[src/rtl/divide_re_extra_shift.sv]
// rtl/divide_re_extra_shift.sv - sequential signed fixed-point divider q = sat((a << WIDTH) / b)
module divide_re_extra_shift #(
  parameter int WIDTH = 16
) (
  input  logic             clock,
  input  logic             reset_n,
  input  logic             in_valid,
  output logic             in_ready,
  input  logic [WIDTH-1:0] a_re,
  input  logic [WIDTH-1:0] b_re,
  output logic             out_valid,
  input  logic             out_ready,
  output logic [WIDTH-1:0] q_re,
  output logic             ovf,
  output logic             div_zero
);

  localparam int CW = $clog2(WIDTH + 1);
  localparam logic [WIDTH-1:0] MAX_POS = {1'b0, {(WIDTH-1){1'b1}}};
  localparam logic [WIDTH-1:0] MAX_NEG = {1'b1, {(WIDTH-1){1'b0}}};

  typedef enum logic [1:0] {IDLE, CALC, DONE} state_t;

  state_t           state, state_nxt;
  logic [WIDTH:0]   b_mag;
  logic             sign, zero, pre_ovf, a_neg;
  logic [WIDTH:0]   rem;
  logic [WIDTH-1:0] quo;
  logic [CW-1:0]    cnt;

  logic             accept, calc_last;
  logic [WIDTH:0]   a_ext, b_ext, a_abs, b_abs;
  logic [WIDTH+1:0] rem_sh;
  logic             ge;
  logic [WIDTH:0]   rem_nxt;
  logic [WIDTH-1:0] q_fin;
  logic             ovf_fin, dz_fin;

  assign accept    = in_valid && in_ready;
  // Counter runs 0..WIDTH-1 for the iterations; the extra step at WIDTH registers the result.
  assign calc_last = (cnt == CW'(WIDTH));

  // Magnitudes are one bit wider so the most-negative input has a representable absolute value.
  always_comb begin
    a_ext = {a_re[WIDTH-1], a_re};
    b_ext = {b_re[WIDTH-1], b_re};
    a_abs = a_re[WIDTH-1] ? (~a_ext + 1'b1) : a_ext;
    b_abs = b_re[WIDTH-1] ? (~b_ext + 1'b1) : b_ext;
  end

  // One restoring step; the low dividend bits are all zero, so only zeros are shifted in.
  always_comb begin
    rem_sh  = {rem, 1'b0};
    ge      = (rem_sh >= {1'b0, b_mag});
    rem_nxt = ge ? (WIDTH+1)'(rem_sh - {1'b0, b_mag}) : rem_sh[WIDTH:0];
  end

  // Result selection in priority order: divide-by-zero, pre-detected overflow, then range saturation.
  always_comb begin
    q_fin   = '0;
    ovf_fin = 1'b0;
    dz_fin  = 1'b0;
    if (zero) begin
      q_fin  = a_neg ? MAX_NEG : MAX_POS;
      dz_fin = 1'b1;
    end else if (pre_ovf) begin
      q_fin   = sign ? MAX_NEG : MAX_POS;
      ovf_fin = 1'b1;
    end else if (!sign && (quo > MAX_POS)) begin
      q_fin   = MAX_POS;
      ovf_fin = 1'b1;
    end else if (sign && (quo > MAX_NEG)) begin
      q_fin   = MAX_NEG;
      ovf_fin = 1'b1;
    end else begin
      q_fin = sign ? (~quo + 1'b1) : quo;
    end
  end

  // State register.
  always_ff @(posedge clock or negedge reset_n) begin
    if (!reset_n) state <= IDLE;
    else          state <= state_nxt;
  end

  // Next-state logic.
  always_comb begin
    state_nxt = state;
    case (state)
      IDLE:    if (accept)    state_nxt = CALC;
      CALC:    if (calc_last) state_nxt = DONE;
      DONE:    if (out_ready) state_nxt = IDLE;
      default: state_nxt = IDLE;
    endcase
  end

  // Handshake outputs decoded from the state.
  always_comb begin
    in_ready  = (state == IDLE);
    out_valid = (state == DONE);
  end

  // Operand latch, iteration datapath and registered result.
  always_ff @(posedge clock or negedge reset_n) begin
    if (!reset_n) begin
      b_mag    <= '0;
      sign     <= 1'b0;
      zero     <= 1'b0;
      pre_ovf  <= 1'b0;
      a_neg    <= 1'b0;
      rem      <= '0;
      quo      <= '0;
      cnt      <= '0;
      q_re     <= '0;
      ovf      <= 1'b0;
      div_zero <= 1'b0;
    end else if (accept) begin
      b_mag   <= b_abs;
      sign    <= a_re[WIDTH-1] ^ b_re[WIDTH-1];
      zero    <= (b_re == '0);
      pre_ovf <= (a_abs >= b_abs);
      a_neg   <= a_re[WIDTH-1];
      rem     <= a_abs;
      quo     <= '0;
      cnt     <= '0;
    end else if (state == CALC) begin
      if (calc_last) begin
        q_re     <= q_fin;
        ovf      <= ovf_fin;
        div_zero <= dz_fin;
      end else begin
        rem <= rem_nxt;
        quo <= {quo[WIDTH-2:0], ge};
        cnt <= cnt + CW'(1);
      end
    end
  end

endmodule

[config.mk]
export PLATFORM = sky130hd
export DESIGN_NAME = divide_re_extra_shift
export DESIGN_NICKNAME = d
export VERILOG_FILES = /design/src/rtl/divide_re_extra_shift.sv
export SDC_FILE = /design/constraint.sdc
export NUM_CORES = 1
export LEC_CHECK = 0
export CAP_MARGIN = 20
export CORE_MARGIN = 2
export CORE_UTILIZATION = 50
export DETAILED_ROUTE_END_ITERATION = 6
export DONT_BUFFER_PORTS = 1
export HOLD_SLACK_MARGIN = 0.15
export PLACE_DENSITY_LB_ADDON = 0.12
export RECOVER_POWER = 25
export SLEW_MARGIN = 30
export SYNTH_ARGS = -nofsm -noshare
export SYNTH_HDL_FRONTEND = slang
export SYNTH_SLANG_ARGS = --single-unit
[constraint.sdc]
create_clock -name clock -period 6.2 [get_ports clock]
set_input_delay 0.93 -clock clock [delete_from_list [all_inputs] [get_ports clock]]
set_output_delay 0.93 -clock clock [all_outputs]
set_load 0.05 [all_outputs]
# Word-level counts from Yosys, hierarchy flattened
# Index checks and enable logic that the tools add are counted.
totals:
  reg_bits: 79
  output_inout_bits: 20
op_classes:
  n_eq_ne: 7
  bitwise: 5
  reduce_logical: 10
  add_sub_neg: 5
  order_cmp: 4
  mux: 28
ops:
  columns: ["operator", "count"]
  rows:
  - ["$mux W16", 10]
  - ["$mux W17", 6]
  - ["$add A17 B1 Y17 const B", 2]
  - ["$not A17 Y17", 2]
  - ["$ge A18 B17 Y1", 1]
  - ["$ge A17 B17 Y1", 1]
  - ["$sub A17 B17 Y17", 1]
  - ["$add A16 B1 Y16 const B", 1]
  - ["$gt A16 B15 Y1 const B", 1]
  - ["$gt A16 B16 Y1 const B", 1]
  - ["$logic_not A16 Y1", 1]
  - ["$not A16 Y16", 1]
  - ["$mux W5", 3]
  - ["$mux W2", 3]
  - ["$pmux W2 S3", 1]
  - ["$reduce_and A3 Y1", 2]
  - ["$add A5 B1 Y5 const B", 1]
  - ["$eq A5 B5 Y1 const B", 1]
  - ["$mux W1", 5]
  - ["$ne A2 B1 Y1 const B", 2]
  - ["$ne A2 B2 Y1 const B", 2]
  - ["$logic_and A1 B1 Y1", 3]
  - ["$eq A2 B1 Y1 const B", 1]
  - ["$eq A2 B2 Y1 const B", 1]
  - ["other kinds (6)", 6]

# Longest topological paths before layout
depth:
  depth_word: 7
  mapped_depth: 14

# Worst setup path before layout
# Ideal clock, no wire load.
synth_path:
  path_type: "input to register"
  start: "input a_re[5]"
  end: "register pre_ovf"
  t_arrival_ps: 3138
  n_path_buf: 0
  stages: 8
  path_slack_ps: 2928
  cell_sequence: "or4_4 > or4_1 > o21ai_0 > xnor2_1 > ha_1 > a21o_1 > a2111oi_0 > a21oi_1"
synth_via:
  elab_chain_len: 4
synth_rtl:
  columns: ["item", "line", "text"]
  rows:
  - ["from (decl)", "9", "input logic [WIDTH-1:0] a_re,"]
  - ["$not A17 Y17", "47", "a_abs = a_re[WIDTH-1] ? (~a_ext + 1'b1) : a_ext;"]
  - ["$add A17 B1 Y17", "47", null]
  - ["$mux W17 *", "47", null]
  - ["$ge A17 B17 Y1 *", "121", "pre_ovf <= (a_abs >= b_abs);"]
  - ["to (signal assigned)", "121", null]
  - ["to (decl)", "26", "logic sign, zero, pre_ovf, a_neg;"]
# Every way passes the cells marked *; elsewhere a longest branch is shown, timed or not.
# A chain may end at the register's enable or synchronous reset.

# Worst setup path in the final report
layout_path:
  start: "input b_re[2]"
  end: "register pre_ovf"
layout_via:
  elab_chain_len: 4
layout_rtl:
  columns: ["item", "line", "text"]
  rows:
  - ["from (decl)", "10", "input logic [WIDTH-1:0] b_re,"]
  - ["$not A17 Y17", "48", "b_abs = b_re[WIDTH-1] ? (~b_ext + 1'b1) : b_ext;"]
  - ["$add A17 B1 Y17", "48", null]
  - ["$mux W17 *", "48", null]
  - ["$ge A17 B17 Y1 *", "121", null]
# Marked as above.

==> summary.txt <==
DRC viols - 0
Initial Util - 51.6%
Post-Layout Cell Count - 799
Max FO, Critical Path - 4
CP Launch Type - input port
Area Growth Syn to Fin - 5.79%
Critical Path Sink Type - flop
Leakage - 2.69 nW
Psw - 1.74 mW
Yosys reg bits - 79
share of Yosys cell area claimed by the top area cell type - 35.2%
EDFF count, synth - 0
PortBufs - 0
antenna viol nets, final - 0
Slew headroom - 35.3%
total routed wirelength - 12,900 um
Remaining Overflow, GRT - 0
1st-pass router iterations - 5
RR Startpoint - b_mag[2]
die height - 110 um
FILL cells - 1,043
post-synthesis instance area - 5620 um2
ys flop type - dfrtp_1
ys async rst share - 100%
Yosys Warn Count - 0
CTS Buf Count - 9
Overall Global Routing Usage - 22.6%
Setup CP Type - input port to flop
Peak Freq - 318 MHz
nets@finish - 732
postcts setup bufs - 0
post-cts repair resize count - 0
Crit-path slowest cell - or4b_2
Critical Path, Cell by Cell - nor4_1 -> nand3_1 -> or4b_2 -> ha_1 -> a2111oi_0 -> a21oi_1
Hold Buf Count CTS - 0
Buf/Inv on CP - 0
post-synthesis average cell area - 8.37 um2
vias per cell - 5.75
Worst Clk Skew - 8.25 ps
setup TNS - 0 ps
Final Max Slew Viols - 0
endpoints failing setup - 0
IO Count - 56
Clock Tree Buf Depth - 2
fin crit period - 3140 ps
core area - 10,900 um2
most common cell in the synthesized netlist - nand2_1
Netlist cell types - 65
share of layout cells above drive strength 1 - 5.46%
sequential fraction of the synthesis area - 35.2%
status - complete, no violations
Avg WL per Cell - 16.1 um
Peak VDD IR - 312 uV
Syn Nets - 747
power per cell area - 610 nW/um2
Synth Instances - 671
CP arrival - 3370 ps
diode count - 0
Synth area leaders - dfrtp_1 (35%), ha_1 (8.7%), nand2_1 (6.0%)
Worst Tran Pin Value - 967 ps
first-pass GRT wire length - 21,500 um
Gate power share - 54.3%
clock share of power - 12.7%
Hold Path Class - input port to asynchronous set/reset pin
vias - 4,596
Die Width - 110 um
Sink Count - 79
worst reg2reg path depth - 10
Seq pwr share - 33.0%
largest area contributor in the netlist - dfrtp_1
reg2reg setup slack - 3300 ps
gpl congestion - 0.842
Commonest cells post-synth - nand2_1 (90), dfrtp_1 (79), o21ai_0 (61), nor2_1 (49), a21oi_1 (43)
DP HPWL - 9360 um
dpl cells - 785
slowest stage delay, CP - 710 ps
worst skew pair latency - 360 ps
row count - 38
CTS H-tree depth - 3
root buffer selected by CTS - clkbuf_8
CP Data Required Time - 6430 ps
vias in the first global route - 4,504
largest net degree at the start of global routing - 80
Int Pwr - 1.89 mW
Sw Share - 47.9%
max-cap viol count - 0
Final Hold Fails - 0
Hold WS - 258 ps
RSZ-0062 raised after global routing - no
CTS tree - done
drt first-iter violations - 373
crit share post-route - 50.7%
clock slew at reported path FFs - 80 ps
Worst path top cell family by delay - simple AND/OR/NAND/NOR gates
initial antenna violation count - 0
DIE AREA - 12,100 um2
reg-to-reg endpoint - rem[1]
## through the flow
step	worst slack (ps)	total power, mW	util (%)	area (um2)
4_1_cts	3060	3.62	54.6	5940
3_5_place_dp	2700	3.15	52.4	5710
2_1_floorplan	2930	2.74	-	5620
5_1_grt	2900	3.94	54.6	5940
3_3_place_gp	2740	3.09	52.4	5710
6_report	3060	3.63	54.6	5940
## metal layers
metal | vias up | GRT usage, % | part of all wire (%)
li1 | 2326 | - | -
met1 | 2128 | 31.4 | 48
met2 | 133 | 36.5 | 45
met3 | 9 | 4.53 | 6.2
met4 | 0 | 5.06 | 0.90
met5 | - | 0 | 0
## worst max path at each step
stage,start,end,cells past startpoint
after floorplan,a_re[5],pre_ovf,8
after global placement,b_re[2],pre_ovf,6
after detailed placement,b_re[2],pre_ovf,6
after CTS,b_re[2],pre_ovf,6
after global routing,b_re[2],pre_ovf,12
final,b_re[2],pre_ovf,6
## sequential cells by signal (all words and copies together), names as in the netlist
| signal | cells |
|---|---|
| quo | 16 |
| pre_ovf | 1 |
| state | 2 |
| b_mag | 17 |
| div_zero | 1 |
| a_neg | 1 |
| rem | 17 |
| sign | 1 |
| ovf | 1 |
| zero | 1 |
| cnt | 5 |
| q_re | 16 |
## power groups by stage
stage / clock, mW / sequential, mW / combinational (mW)
after floorplan: 0 / 1.13 / 1.62
after global placement: 0 / 1.20 / 1.89
after detailed placement: 0 / 1.21 / 1.94
after CTS: 0.468 / 1.20 / 1.96
after global routing: 0.488 / 1.24 / 2.22
final: 0.462 / 1.20 / 1.97
## cells by family after synthesis
logic type      share of synthesized area [%]
other cells                             0.134
simple gates                             20.8
fa+ha+maj                                9.04
buf+inv                                  4.25
mux                                      2.54
xor+xnor                                 8.26
compound gates                           19.8
flops                                    35.2
## placed cells by master (no fill, tap or decap), types with 9 or more instances in the layout
cell	instances
ha_1	39
nor2_1	48
o21ai_0	61
nand3_1	31
xor2_1	22
a21oi_1	43
xnor2_1	31
mux2i_1	12
nor3_1	16
dfrtp_1	79
o31ai_1	9
inv_1	31
a21o_1	10
clkbuf_8	10
or3_1	13
nand2_1	90
## area by class of cell
type / count / area, um2 / area share [%]
multi-input cells: 530 / 3400 / 57.3
clock inverters: 4 / 95.1 / 1.60
well taps: 140 / 175 / 2.95
clock buffers: 10 / 138 / 2.32
repair buffers: 5 / 37.5 / 0.632
inverters: 31 / 116 / 1.96
flip-flops and latches: 79 / 1980 / 33.3
No activity file was read; power rests on OpenSTA's default activity.
